### src/rtl/mem_arbiter.sv
// Round-robin arbiter: NUM_CONSUMERS LSU read/write requesters share one memory read port and one write port, one transaction in flight.
// Latency: request edge E -> mem valid after E+1 -> consumer ready pulse after E+2 (zero-wait memory). Optional MEM_ARB_WRITE_PRIORITY_EN grants writes first.
// Backpressure: mem valid/address/data held until mem ready; requests stay pending, and valid is ignored while pending is set.
module mem_arbiter #(
    parameter int NUM_CONSUMERS = 4,
    parameter int ADDR_BITS     = 8,
    parameter int DATA_BITS     = 8
) (
    input  logic                               clk,
    input  logic                               reset,
    input  logic [NUM_CONSUMERS-1:0]           consumer_read_valid,
    input  logic [NUM_CONSUMERS*ADDR_BITS-1:0] consumer_read_address,
    output logic [NUM_CONSUMERS-1:0]           consumer_read_ready,
    output logic [NUM_CONSUMERS*DATA_BITS-1:0] consumer_read_data,
    input  logic [NUM_CONSUMERS-1:0]           consumer_write_valid,
    input  logic [NUM_CONSUMERS*ADDR_BITS-1:0] consumer_write_address,
    input  logic [NUM_CONSUMERS*DATA_BITS-1:0] consumer_write_data,
    output logic [NUM_CONSUMERS-1:0]           consumer_write_ready,
    output logic                               mem_read_valid,
    output logic [ADDR_BITS-1:0]               mem_read_address,
    input  logic                               mem_read_ready,
    input  logic [DATA_BITS-1:0]               mem_read_data,
    output logic                               mem_write_valid,
    output logic [ADDR_BITS-1:0]               mem_write_address,
    output logic [DATA_BITS-1:0]               mem_write_data,
    input  logic                               mem_write_ready
);
    localparam int PTR_W = (NUM_CONSUMERS > 1) ? $clog2(NUM_CONSUMERS) : 1;

    typedef enum logic [1:0] {IDLE, READ_WAIT, WRITE_WAIT, DONE} state_t;

    state_t                   state;
    logic [NUM_CONSUMERS-1:0] pend_rd, pend_wr, clr_rd, clr_wr;
    logic [ADDR_BITS-1:0]     rd_addr_q [NUM_CONSUMERS];
    logic [ADDR_BITS-1:0]     wr_addr_q [NUM_CONSUMERS];
    logic [DATA_BITS-1:0]     wr_data_q [NUM_CONSUMERS];
    logic [PTR_W-1:0]         rr_ptr, winner, pick;
    logic                     pick_vld, pick_rd, cur_rd;

    // Scan from the farthest candidate down so the nearest one to rr_ptr is the last to assign.
    always_comb begin
        int idx;
        idx      = 0;
        pick     = '0;
        pick_vld = 1'b0;
        pick_rd  = 1'b0;
`ifdef MEM_ARB_WRITE_PRIORITY_EN
        for (int k = NUM_CONSUMERS - 1; k >= 0; k--) begin
            idx = int'(rr_ptr) + k;
            if (idx >= NUM_CONSUMERS) idx = idx - NUM_CONSUMERS;
            if (pend_wr[idx]) begin
                pick     = PTR_W'(idx);
                pick_vld = 1'b1;
            end
        end
        if (!pick_vld) begin
            for (int k = NUM_CONSUMERS - 1; k >= 0; k--) begin
                idx = int'(rr_ptr) + k;
                if (idx >= NUM_CONSUMERS) idx = idx - NUM_CONSUMERS;
                if (pend_rd[idx]) begin
                    pick     = PTR_W'(idx);
                    pick_vld = 1'b1;
                    pick_rd  = 1'b1;
                end
            end
        end
`else
        for (int k = NUM_CONSUMERS - 1; k >= 0; k--) begin
            idx = int'(rr_ptr) + k;
            if (idx >= NUM_CONSUMERS) idx = idx - NUM_CONSUMERS;
            if (pend_rd[idx] || pend_wr[idx]) begin
                pick     = PTR_W'(idx);
                pick_vld = 1'b1;
                pick_rd  = pend_rd[idx];
            end
        end
`endif
    end

    always_comb begin
        clr_rd = '0;
        clr_wr = '0;
        if (state == DONE) begin
            if (cur_rd) clr_rd[winner] = 1'b1;
            else        clr_wr[winner] = 1'b1;
        end
    end

    always_ff @(posedge clk or posedge reset) begin
        if (reset) begin
            state                <= IDLE;
            rr_ptr               <= '0;
            winner               <= '0;
            cur_rd               <= 1'b0;
            pend_rd              <= '0;
            pend_wr              <= '0;
            rd_addr_q            <= '{default: '0};
            wr_addr_q            <= '{default: '0};
            wr_data_q            <= '{default: '0};
            consumer_read_ready  <= '0;
            consumer_write_ready <= '0;
            consumer_read_data   <= '0;
            mem_read_valid       <= 1'b0;
            mem_read_address     <= '0;
            mem_write_valid      <= 1'b0;
            mem_write_address    <= '0;
            mem_write_data       <= '0;
        end else begin
            // A new request landing on the clearing edge re-arms the pending bit.
            for (int i = 0; i < NUM_CONSUMERS; i++) begin
                if (consumer_read_valid[i] && (!pend_rd[i] || clr_rd[i])) begin
                    pend_rd[i]   <= 1'b1;
                    rd_addr_q[i] <= consumer_read_address[i*ADDR_BITS +: ADDR_BITS];
                end else if (clr_rd[i]) begin
                    pend_rd[i] <= 1'b0;
                end
                if (consumer_write_valid[i] && (!pend_wr[i] || clr_wr[i])) begin
                    pend_wr[i]   <= 1'b1;
                    wr_addr_q[i] <= consumer_write_address[i*ADDR_BITS +: ADDR_BITS];
                    wr_data_q[i] <= consumer_write_data[i*DATA_BITS +: DATA_BITS];
                end else if (clr_wr[i]) begin
                    pend_wr[i] <= 1'b0;
                end
            end

            consumer_read_ready  <= '0;
            consumer_write_ready <= '0;

            case (state)
                IDLE: begin
                    if (pick_vld) begin
                        winner <= pick;
                        cur_rd <= pick_rd;
                        if (pick_rd) begin
                            mem_read_valid   <= 1'b1;
                            mem_read_address <= rd_addr_q[pick];
                            state            <= READ_WAIT;
                        end else begin
                            mem_write_valid   <= 1'b1;
                            mem_write_address <= wr_addr_q[pick];
                            mem_write_data    <= wr_data_q[pick];
                            state             <= WRITE_WAIT;
                        end
                    end
                end
                READ_WAIT: begin
                    if (mem_read_ready) begin
                        mem_read_valid                                   <= 1'b0;
                        consumer_read_data[winner*DATA_BITS +: DATA_BITS] <= mem_read_data;
                        consumer_read_ready[winner]                      <= 1'b1;
                        state                                            <= DONE;
                    end
                end
                WRITE_WAIT: begin
                    if (mem_write_ready) begin
                        mem_write_valid              <= 1'b0;
                        consumer_write_ready[winner] <= 1'b1;
                        state                        <= DONE;
                    end
                end
                DONE: begin
                    rr_ptr <= (winner == PTR_W'(NUM_CONSUMERS - 1)) ? '0 : winner + 1'b1;
                    state  <= IDLE;
                end
                default: state <= IDLE;
            endcase
        end
    end
endmodule
### config.mk
export PLATFORM = sky130hd
export DESIGN_NAME = mem_arbiter
export DESIGN_NICKNAME = d
export VERILOG_FILES = /design/src/rtl/mem_arbiter.sv
export SDC_FILE = /design/constraint.sdc
export NUM_CORES = 1
export LEC_CHECK = 0
export CORE_UTILIZATION = 30
export DETAILED_ROUTE_END_ITERATION = 12
export PLACE_DENSITY_LB_ADDON = 0.3
export SLEW_MARGIN = 20
export SYNTH_ARGS = -nofsm -noshare
export SYNTH_HDL_FRONTEND = slang
export SYNTH_SLANG_ARGS = --single-unit
export TNS_END_PERCENT = 5
### constraint.sdc
create_clock -name clk -period 10.57 [get_ports clk]
set_input_delay 1.5855 -clock clk [delete_from_list [all_inputs] [get_ports clk]]
set_output_delay 1.5855 -clock clk [all_outputs]
set_load 0.01 [all_outputs]
==> results.txt, run 1 <==
Global routing used 21.6% of the available met1 tracks. The sequential cells in the finished layout cover a total of 4430 um^2. The worst setup path is captured at a register. Global routing used 3.19% of the available met3 tracks. The total number of yosys warnings is 0. Tracing the worst setup path back leads to its startpoint at rr_ptr[1]$_DFFE_PP0P_. The startpoint of the lowest-slack register-to-register path is rr_ptr[1]$_DFFE_PP0P_. The netlist uses 49 different library cells.

The layer carrying the most global-route usage is met2. Synthesis handed over a netlist of 739 instances. The worst hold-check path type is register to register. The data arrival at the endpoint of the critical path came out at 3.88 ns.

Across the run, the number of max-cap violations was 0. The max-slew violation count is 0. The sequential cell area fraction in the yosys report is 54.1%.

For the pin with the worst max-slew slack, the measured transition is 0.985 ns. The iteration count of the initial detailed-routing pass came out at 7. The level count of the clock H-tree came out at 4. The area share of the largest cell type after synthesis came out at 54.1%. The number of vias per cell after detailed routing came out at 5.02. The first-pass GRT wire length came out at 36000 um. Setup violations remaining at the end of the flow were counted as 0. The met2 layer usage reported by global route is 28.1%. The number of antenna violations at the first check in global routing is 2. Setup slack on the worst reg-to-reg path comes out at 7.04 ns. In this run the critical register-to-register path is captured at mem_write_address[1]$_DFFE_PP0P_. Clock tree synthesis selected as its root buffer the cell sky130_fd_sc_hd__clkbuf_16. The global routing usage summed across all routing layers came out at 16.6%. The number of global-route vias before repair was 6510.

The net count after synthesis is 864. The largest net degree at the start of global routing came out at 115. Routability-driven placement finished with a final weighted congestion of 0.782.

The number of setup buffers added after CTS came out at 0. Measured against its own limit, the worst slew margin works out to 34.3%. The maximum fanout count along the critical path is 49.

The time the final worst path needs with I/O delays and setup came out at 3.53 ns. TritonCTS built the clock tree. The most common cell after layout, fill and taps aside is sky130_fd_sc_hd__clkdlybuf4s50_1. The effective utilization at floorplan is 30.4%. The post-synthesis instance area came out at 8180 um^2. The total power density per cell area is 256 nW/um^2. In the post-synthesis netlist, the biggest area contributors are sky130_fd_sc_hd__dfrtp_1 54%, sky130_fd_sc_hd__a211oi_1 8.9%, sky130_fd_sc_hd__mux2_2 6.6%. The combined area of the multi-input logic cells is 3320 um^2.

Hold repair after CTS inserted 0 buffers. The global-route congestion overflow total is 0. Setup total negative slack on the finished layout was measured at 0 ns.

The peak supply drop is 0.108 mV. The routed wire length is 22700 um. The net total in the final layout came out at 1023. In the layout the commonest cells are 181 x sky130_fd_sc_hd__clkdlybuf4s50_1, 177 x sky130_fd_sc_hd__dfrtp_1, 97 x sky130_fd_sc_hd__a211oi_1, 90 x sky130_fd_sc_hd__nand2_1, 60 x sky130_fd_sc_hd__inv_1. The most used flip-flop cell after synthesis is sky130_fd_sc_hd__dfrtp_1. The total count of hold-check failures in the final report is 0. The count of cells along the worst hold path is 2. The detailed-placement wirelength estimate is 15900 um. After clock tree synthesis, the clock-pin slew on the worst setup and hold paths is 0.08 ns. The required time at the worst-slack endpoint is 10.91 ns. The mean cell area of the mapped netlist came out at 11.1 um^2.

182 I/O pins were placed. The area of the core came out at 26900 um^2. The total vias in the final route came out at 6289. The post-cts gate resize count is 0.

In this run, the number of DRC markers left after iteration 0 of detailed routing was 250. The critical path ends at mem_write_address[1]$_DFFE_PP0P_. The die area is 27900 um^2.

The final worst-path cycle share is 33.4%. Setup repair after global routing left no endpoint under its margin. The post-detailed-route DRC marker count is 0. For this run, the top clock speed supported by timing is 283 MHz. The count of filler cells inserted in the layout is 2614.

The number of synthesized flops with an enable pin came out at 0. The number of storage elements in the synthesis netlist is 177. STA classifies the critical path startpoint as a register.

The horizontal extent of the die came out at 167 um. Port buffering added 181 buffers. Counting cells, the worst reg-to-reg path comes to 7. The worst clock skew on the final layout is 0.0207 ns.

The height of the die is 167 um. The cell leakage power is 4.60 nW. The tightest hold margin came out at 0.482 ns. CTS saw 177 sinks.

At the later pin of the worst-skew pair, clock insertion delay measures 0.44 ns. The critical path is of the register to register type. The area growth from synthesis to layout is 33.7%. The average detailed-routed wire length per instance came out at 18.1 um. The run finished with clean final reports. sky130_fd_sc_hd__dfrtp_1 takes more of the synthesized area than any other cell. The async set or reset register ratio after synthesis is 100%.

The number of clock buffers inserted by TritonCTS came out at 17. The ratio of cells with drive above 1 in the final layout came out at 14.1%. Row generation in the floorplan step produced 60 rows. The post-detailed-route count of antenna-violating nets came out at 0. The longest clock path from root to sink contains 2 buffers.
[kinds of logic after synthesis]
family / Yosys count / synth area share [%]
AOI/OAI and AO/OA: 233 / 21.3
DFF: 177 / 54.1
and+or+nand+nor: 150 / 8.49
buffers and inverters: 113 / 5.83
muxes: 57 / 8.87
adders and majority gates: 9 / 1.38
[critical path, cell delays in order, from the launching register on]
cell and delay (ns):
sky130_fd_sc_hd__dfrtp_1 0.64, sky130_fd_sc_hd__inv_1 0.35, sky130_fd_sc_hd__mux4_2 0.44, sky130_fd_sc_hd__o21ai_4 0.14
sky130_fd_sc_hd__buf_4 0.47, sky130_fd_sc_hd__a21o_2 0.88, sky130_fd_sc_hd__a211oi_1 0.23, sky130_fd_sc_hd__o31ai_2 0.27
[registers in the layout, indices dropped and copies added (netlist names), 4 cells and up]
name                  count
consumer_read_data       32
consumer_read_ready       4
consumer_write_ready      4
mem_read_address          8
mem_write_address         8
mem_write_data            8
pend_rd                   4
pend_wr                   4
rd_addr_q                32
wr_addr_q                32
wr_data_q                32
[area by class of cell]
class	count	area share, %
Multi-Input combinational cell	449	30.3
Clock buffer	17	3.89
Tap cell	341	3.90
Timing Repair Buffer	191	17.2
Inverter	62	2.20
Antenna cell	2	0.0457
Clock inverter	15	1.92
Sequential cell	177	40.5
[report_power, final]
part | total, mW | switching (mW) | internal (mW) | leakage (nW)
logic | 1.05 | 0.557 | 0.494 | 2.07
clock network | 0.665 | 0.319 | 0.347 | 0.306
registers | 1.08 | 0.149 | 0.934 | 2.22
total | 2.80 | 1.02 | 1.77 | 4.60
[metrics by stage]
step / cell area, um^2 / instances / util (%) / setup WS, ns / power [mW]
finish: 10900 / 1254 / 40.7 / 7.04 / 2.80
global route: 10900 / 1253 / 40.7 / 6.76 / 2.98
floorplan: 8180 / 739 / - / 4.18 / 1.74
global placement: 10300 / 1220 / 38.3 / 6.73 / 2.14
detailed placement: 10300 / 1220 / 38.3 / 6.75 / 2.16
CTS: 10900 / 1252 / 40.7 / 6.99 / 2.83
[synthesized netlist by cell type (3+ instances only)]
library cell / instances
sky130_fd_sc_hd__nor4b_1: 3
sky130_fd_sc_hd__inv_1: 61
sky130_fd_sc_hd__nand3_1: 9
sky130_fd_sc_hd__buf_2: 9
sky130_fd_sc_hd__ha_1: 9
sky130_fd_sc_hd__a211oi_1: 97
sky130_fd_sc_hd__buf_6: 5
sky130_fd_sc_hd__nor2_1: 8
sky130_fd_sc_hd__o21ai_0: 55
sky130_fd_sc_hd__o31ai_1: 12
sky130_fd_sc_hd__mux2_2: 48
sky130_fd_sc_hd__a22o_1: 32
sky130_fd_sc_hd__nand2_1: 90
sky130_fd_sc_hd__and3_1: 6
sky130_fd_sc_hd__and2_1: 6
sky130_fd_sc_hd__o31ai_2: 13
sky130_fd_sc_hd__mux4_2: 5
sky130_fd_sc_hd__nand2b_1: 8
sky130_fd_sc_hd__clkbuf_1: 36
sky130_fd_sc_hd__or2_2: 5
sky130_fd_sc_hd__dfrtp_1: 177
sky130_fd_sc_hd__a21oi_1: 8
[how the worst min path moves through the flow]
stage	start	slack, ns	endpoint
floorplan	wr_addr_q[18]$_DFFE_PP0P_	0.48	wr_addr_q[18]$_DFFE_PP0P_
global placement	mem_write_address[6]$_DFFE_PP0P_	0.46	mem_write_address[6]$_DFFE_PP0P_
detailed placement	mem_read_address[0]$_DFFE_PP0P_	0.47	mem_read_address[0]$_DFFE_PP0P_
CTS	mem_read_address[0]$_DFFE_PP0P_	0.49	mem_read_address[0]$_DFFE_PP0P_
global route	mem_read_address[5]$_DFFE_PP0P_	0.52	mem_read_address[5]$_DFFE_PP0P_
finish	mem_read_address[5]$_DFFE_PP0P_	0.48	mem_read_address[5]$_DFFE_PP0P_
[per-layer routing]
layer,part of all wire (%),up-vias
li1,-,2969
met1,44,3149
met2,50,152
met3,4.4,19
met4,1.1,0
met5,0,-
Power figures use the tool's default switching activity.
==> run 2, diff against run 1 <==
==> constraint.sdc (replaced) <==
create_clock -name clk -period 3.4 [get_ports clk]
set_input_delay 0.51 -clock clk [delete_from_list [all_inputs] [get_ports clk]]
set_output_delay 0.51 -clock clk [all_outputs]
set_load 0.01 [all_outputs]
==> run 2 against run 1 <==
Global-route usage is 0.32 points higher. Count of clock-buffer cells in the layout stayed put. Sequential power increased to 3.1 times the previous value. Highest routed layer is now met5. Register-to-register slack worse by 6.6 ns. Sequential cell count stayed put. Via count is 0.62% higher. Sequential share of layout area increased by 0.051 points.
==> results.txt, run 2 (synthesis results as in run 1) <==
The post-route setup TNS came out at 0 ns. The worst clock skew on the final layout came out at 0.0170 ns. The number of clock sinks came out at 177. The total power density per cell area came out at 789 nW/um^2. The worst path in the final design needs a cycle of 2.97 ns, including I/O delays and setup. The routed length on met1 came out at 10100 um. Wire segments on met3 add up to 1170 um in the final route. The ratio of cells with drive above 1 in the final layout is 14.3%. The startpoint of the most critical setup path is rr_ptr[0]$_DFFE_PP0P_. The reg-to-reg endpoint is mem_write_address[1]$_DFFE_PP0P_. Summing over every cut layer, the via total after detailed routing is 6328. Overall power consumption after layout is estimated at 8.62 mW. The area growth from synthesis to layout is 33.6%. The first-pass GRT wire length came out at 36800 um. Of the available clock period, the critical path in the final layout requires 87.3%.

The post-cts gate resize count is 0. The path depth of the worst reg2reg path came out at 6. The number of global-route vias before repair came out at 6519. The number of clock buffers inserted by TritonCTS is 17. The iteration count of the initial detailed-routing pass came out at 4. The die covers 27900 um^2. The upper clock frequency limit is 337 MHz. The number of setup buffers added after CTS is 0. The global-route congestion overflow total is 0.

For the worst setup path, the data required time is 3.70 ns. For this run, design rule violations remaining after detail routing come to 0. The net total in the final layout is 1027.

Port buffering added 181 buffers. After clock tree synthesis, the clock-pin slew on the worst setup and hold paths is 0.07 ns. For this block, the routed nets add up to 23100 um of wire. 182 I/O pins were placed.

Entering global routing, the biggest net connects 92 pins. The number of antenna violations at the first check in global routing came out at 4. The startpoint-to-endpoint class of the critical path is register to register. The final weighted congestion of routability-driven global placement came out at 0.826.

The worst setup path is launched from a register. The number of DRC markers in iteration 0 is 365. The flow ran to the end, and the final reports show no timing, DRC or antenna violations. The clock tree synthesis step divided the H-tree into 4 levels.

The library cells used most frequently in the layout, excluding fill and tap cells, are 181 x sky130_fd_sc_hd__clkdlybuf4s50_1, 177 x sky130_fd_sc_hd__dfrtp_1, 97 x sky130_fd_sc_hd__a211oi_1, 90 x sky130_fd_sc_hd__nand2_1, 60 x sky130_fd_sc_hd__inv_1. The worst slew margin relative to its limit is 36.7%. The highest metal layer with signal wires is met5. The most critical setup path has its endpoint at mem_write_address[1]$_DFFE_PP0P_. The number of hold buffers added after CTS came out at 0. The most common cell after layout, fill and taps aside is sky130_fd_sc_hd__clkdlybuf4s50_1. The total area inside the core boundary comes to 26900 um^2. The number of placement rows is 60.

STA puts the critical path data arrival time at 3.27 ns. At the later pin of the worst-skew pair, clock insertion delay measures 0.43 ns. The max-cap check violation count is 0. The worst hold path belongs to the class input pin to async pin. The max-slew violation count is 0. The total count of hold-check failures in the final report came out at 0.

The average detailed-routed wire length per instance is 18.3 um. The post-detailed-route count of antenna-violating nets came out at 0. The total met2 wirelength after detailed routing came out at 11600 um. The clock tree from TritonCTS is done. The detailed-placement wirelength estimate is 16400 um. The worst setup slack for register-to-register paths is 0.43 ns. The startpoint of the lowest-slack register-to-register path is rr_ptr[0]$_DFFE_PP0P_. The slew at the pin closest to its max-slew limit is 0.950 ns. Summed over all cells, the static leakage comes to 4.60 nW. Setup violations remaining at the end of the flow were counted as 0. The effective utilization at floorplan is 30.4%.

In this run the worst path has a maximum fanout of 49. After detailed routing, the number of vias per cell comes to 5.03. STA classifies the critical path endpoint as a register. The die is 167 um tall.

The horizontal extent of the die is 167 um. The clock root buffer is sky130_fd_sc_hd__clkbuf_16. Global routing used 17.0% of the available tracks.

The peak supply drop came out at 0.332 mV. Setup repair after global routing left no endpoint under its margin. The maximum clock path buffer count is 2.
-- run 2: cell types whose count changed in the layout (fill, tap and decap cells not counted), sizes merged --
cell	before	now
bufinv	1	0
buf	10	14
inv	68	70
clkinv	8	5
clkinvlp	0	2
-- run 2: per-stage QoR --
stage / utilization (%) / hold slack [ns] / std cells / area [um^2] / setup slack (ns)
2_1_floorplan: - / 0.482 / 739 / 8190 / 0.623
3_3_place_gp: 38.5 / 0.476 / 1224 / 10300 / 0.501
3_5_place_dp: 38.5 / 0.478 / 1224 / 10300 / 0.426
4_1_cts: 40.7 / 0.364 / 1256 / 10900 / 0.407
5_1_grt: 40.7 / 0.375 / 1256 / 10900 / 0.217
6_report: 40.7 / 0.371 / 1258 / 10900 / 0.432
-- run 2: worst min-delay path by stage --
| stage | from | endpoint | slack [ns] | cells past startpoint |
|---|---|---|---|---|
| global route | reset | consumer_write_ready[3]$_DFF_PP0_ | 0.38 | 2 |
| CTS | reset | consumer_write_ready[3]$_DFF_PP0_ | 0.36 | 2 |
| floorplan | wr_addr_q[18]$_DFFE_PP0P_ | wr_addr_q[18]$_DFFE_PP0P_ | 0.48 | 1 |
| global placement | mem_write_data[7]$_DFFE_PP0P_ | mem_write_data[7]$_DFFE_PP0P_ | 0.48 | 2 |
| detailed placement | mem_write_data[7]$_DFFE_PP0P_ | mem_write_data[7]$_DFFE_PP0P_ | 0.48 | 2 |
| finish | reset | consumer_write_ready[3]$_DFF_PP0_ | 0.37 | 2 |
-- run 2: report_power, final --
part	leakage [nW]	switching, mW	internal (mW)
sequential	2.22	0.478	2.90
combinational	2.09	1.74	1.54
clock	0.288	0.967	0.992
total	4.60	3.18	5.44
-- run 2: critical path, cell delays in order, from the launching register on --
cell and delay [ns]:
sky130_fd_sc_hd__dfrtp_1 0.70, sky130_fd_sc_hd__mux4_2 0.61, sky130_fd_sc_hd__nor2_2 0.26, sky130_fd_sc_hd__o21ai_4 0.09, sky130_fd_sc_hd__a21o_2 0.50, sky130_fd_sc_hd__a211oi_1 0.56
sky130_fd_sc_hd__o31ai_2 0.09
-- run 2: per-layer routing --
layer | vias to the layer above | track usage (%)
li1 | 2977 | -
met2 | 172 | 28.6
met5 | - | 0
met1 | 3155 | 22.0
met4 | 4 | 3.83
met3 | 20 | 4.04
-- run 2: layout make-up --
| class | count | area, um^2 |
|---|---|---|
| sequential | 177 | 4430 |
| inverter | 62 | 236 |
| antenna | 2 | 5.00 |
| multi-input combinational | 449 | 3310 |
| fill | 2624 | 15900 |
| clock inverter | 15 | 164 |
| clock buffer | 17 | 425 |
| tap | 341 | 427 |
| timing repair buffer | 195 | 1930 |
==> run 3, diff against run 2 <==
==> constraint.sdc (replaced) <==
create_clock -name clk -period 2.79 [get_ports clk]
set_input_delay 0.4185 -clock clk [delete_from_list [all_inputs] [get_ports clk]]
set_output_delay 0.4185 -clock clk [all_outputs]
set_load 0.01 [all_outputs]
==> run 3 against run 2 <==
Combinational power grew 30%. Setup slack lost 0.23 ns. Clock power rose by 24%. Register-to-register slack worse by 0.23 ns. Global-route usage rose by 0.34 points. Count of clock-buffer cells in the layout rose by 2. Sequential share of layout area shrank 0.77 points. Largest power group is now combinational logic.
==> results.txt, run 3 (synthesis results as in run 1) <==
The register clock-pin slew on the reported worst setup and hold paths came out at 0.08 ns. The peak supply drop is 0.355 mV. The total vias in the final route is 6400. From left edge to right edge, the die measures 167 um. Once placement completed, the tool counted placed cells totaling 1244. For the final database, setup skew stands at 0.0125 ns. The most common cell after layout, fill and taps aside is sky130_fd_sc_hd__clkdlybuf4s50_1. The max-slew violation count came out at 0.

The area growth from synthesis to layout is 36.2%. In the final design database the tool counted 1047 nets. For this design, the sink count on the clock tree is 177. The die covers 27900 um^2.

STA classifies the critical path startpoint as a register. The time the final worst path needs with I/O delays and setup is 2.58 ns. The area of the core is 26900 um^2. For the final routed database, the setup TNS stands at 0 ns. The worst setup slack for register-to-register paths came out at 0.21 ns. After floorplanning, the core was divided into 60 placement rows. The flow ran to the end, and the final reports show no timing, DRC or antenna violations. The worst slew margin relative to its limit is 51.2%.

The number of global-route vias before repair is 6570. Setup violations remaining at the end of the flow were counted as 0. The final cell count without fillers came out at 1278. The final layout contains routed wiring with a total length of 23300 um. The iteration count of the initial detailed-routing pass came out at 4. In the layout the commonest cells are 181 x sky130_fd_sc_hd__clkdlybuf4s50_1, 176 x sky130_fd_sc_hd__dfrtp_1, 97 x sky130_fd_sc_hd__a211oi_1, 90 x sky130_fd_sc_hd__nand2_1, 60 x sky130_fd_sc_hd__inv_1. The number of setup buffers added after CTS came out at 0.

The worst hold-check path type is input pin to async pin. The total power density per cell area is 970 nW/um^2. The count of filler cells inserted in the layout came out at 2553. Summed over all cells, the static leakage comes to 4.72 nW. The final weighted congestion of routability-driven global placement came out at 0.855. The ratio of cells with drive above 1 in the final layout came out at 16.4%. The height of the die came out at 167 um. The detailed-placement wirelength estimate came out at 16900 um.

Once the floorplan was initialized, standard cells occupied 30.4% of the core. The level count of the clock H-tree came out at 4. The worst setup path is of the register to register kind. The number of hold buffers added after CTS is 0.

The first global-routing pass estimated 37800 um of wire. Using the TritonRoute via totals, the vias-per-cell ratio works out to 5.01. The number of buffers added on ports came out at 181. The maximum fanout count along the critical path is 32.

The slew at the pin closest to its max-slew limit came out at 0.732 ns. After detailed routing, the number of remaining DRC violations is 0. The required time at the worst-slack endpoint is 3.12 ns. The largest net degree at the start of global routing came out at 87. The cell area after layout came out at 11100 um^2. The global-route congestion overflow total is 0. For this run, the total global-route usage over all layers was measured as 17.3%. The maximum clock path buffer count came out at 2. The number of DRC markers in iteration 0 came out at 414.

The number of I/O pins is 182. The cell sitting at the root of the clock tree is a sky130_fd_sc_hd__clkbuf_16. The combined area of the multi-input logic cells is 3320 um^2. Power comes to 10.8 mW. The placed instances occupy a cell area of 10500 um^2. The area occupied by registers came out at 4430 um^2. Setup repair after global routing left no endpoint under its margin. In the finished design, the share of the clock period the worst path needs comes to 92.6%.

In the final routed layout, each cell accounts on average for 18.2 um. The total count of hold-check failures in the final report came out at 0. TritonCTS built the clock tree. The insertion delay of the later-clocked pin in the worst-skew pair came out at 0.43 ns. The number of clock buffers inserted by TritonCTS is 17. Based on the critical path, the design can be clocked at up to 387 MHz. The number of antenna violations at the first check in global routing is 3. Max-cap violations in this run came to 0. The post-detailed-route count of antenna-violating nets came out at 0.

The kind of capture point of the worst setup path is a register. The data arrival at the endpoint of the critical path is 2.92 ns.
run 3: cell types whose count changed in the layout (fill, tap and decap cells not counted):
| cell | delta |
|---|---|
| sky130_fd_sc_hd__inv_8 | -4 |
| sky130_fd_sc_hd__buf_4 | +16 |
| sky130_fd_sc_hd__dfrtp_1 | -1 |
| sky130_fd_sc_hd__clkinv_4 | +2 |
| sky130_fd_sc_hd__a311oi_1 | -1 |
| sky130_fd_sc_hd__buf_12 | +4 |
| sky130_fd_sc_hd__bufinv_16 | +1 |
| sky130_fd_sc_hd__clkbuf_8 | +2 |
| sky130_fd_sc_hd__a311oi_2 | +1 |
| sky130_fd_sc_hd__inv_6 | +1 |
| sky130_fd_sc_hd__clkinv_8 | -2 |
| sky130_fd_sc_hd__dfrtp_2 | +1 |
run 3: worst max-delay path: stages (launching register included):
cell                      delay (ns)
sky130_fd_sc_hd__dfrtp_2        0.51
sky130_fd_sc_hd__inv_2          0.13
sky130_fd_sc_hd__mux4_2         0.57
sky130_fd_sc_hd__a41oi_4        0.30
sky130_fd_sc_hd__or3b_1         0.47
sky130_fd_sc_hd__buf_12         0.21
sky130_fd_sc_hd__o31ai_2        0.28
run 3: layout make-up:
class,count,area share (%)
Tap cell,341,3.83
Multi-Input combinational cell,449,29.8
Clock buffer,19,4.06
Clock inverter,13,1.28
Antenna cell,2,0.0449
Timing Repair Buffer,215,19.1
Inverter,62,2.12
Sequential cell,177,39.8
run 3: power breakdown:
group          internal [mW]  total, mW  leakage [nW]  switching, mW
combinational           2.04       4.27          2.21           2.23
clock                   1.31       2.43         0.292           1.12
sequential              3.54       4.10          2.22          0.563
run 3: per-stage QoR:
stage	hold slack [ns]	worst slack [ns]	utilization [%]
2_1_floorplan	0.482	0.105	-
3_3_place_gp	0.483	0.118	39.2
3_5_place_dp	0.484	0.0882	39.2
4_1_cts	0.489	0.0870	41.4
5_1_grt	0.515	0.0810	41.4
6_report	0.464	0.205	41.5
run 3: layer usage:
| layer | share of wire [%] | routed length (um) | track usage (%) |
|---|---|---|---|
| met1 | 45 | 10600 | 23.3 |
| met2 | 49 | 11400 | 28.3 |
| met3 | 4.5 | 1060 | 3.43 |
| met4 | 1.3 | 295 | 4.63 |
| met5 | 0.051 | 12 | 0 |
run 3: repair_timing:
action | 4_1_cts | 5_1_grt
resized for setup | 0 | 2
hold endpoints to repair | 0 | 0
setup endpoints to repair | 0 | 19
run 3: worst paths after layout:
| kind | startpoint | to | cells past startpoint |
|---|---|---|---|
| min in group clk | mem_write_data[7]$_DFFE_PP0P_ | mem_write_data[7]$_DFFE_PP0P_ | 2 |
| max | rr_ptr[0]$_DFFE_PP0P_ | mem_write_data[5]$_DFFE_PP0P_ | 6 |
| max in group asynchronous | reset | consumer_read_data[23]$_DFFE_PP0P_ | 3 |
| max reg2reg | rr_ptr[0]$_DFFE_PP0P_ | mem_write_data[5]$_DFFE_PP0P_ | 6 |
| min reg2reg | mem_write_data[7]$_DFFE_PP0P_ | mem_write_data[7]$_DFFE_PP0P_ | 2 |
| min | reset | consumer_write_ready[2]$_DFF_PP0_ | 3 |
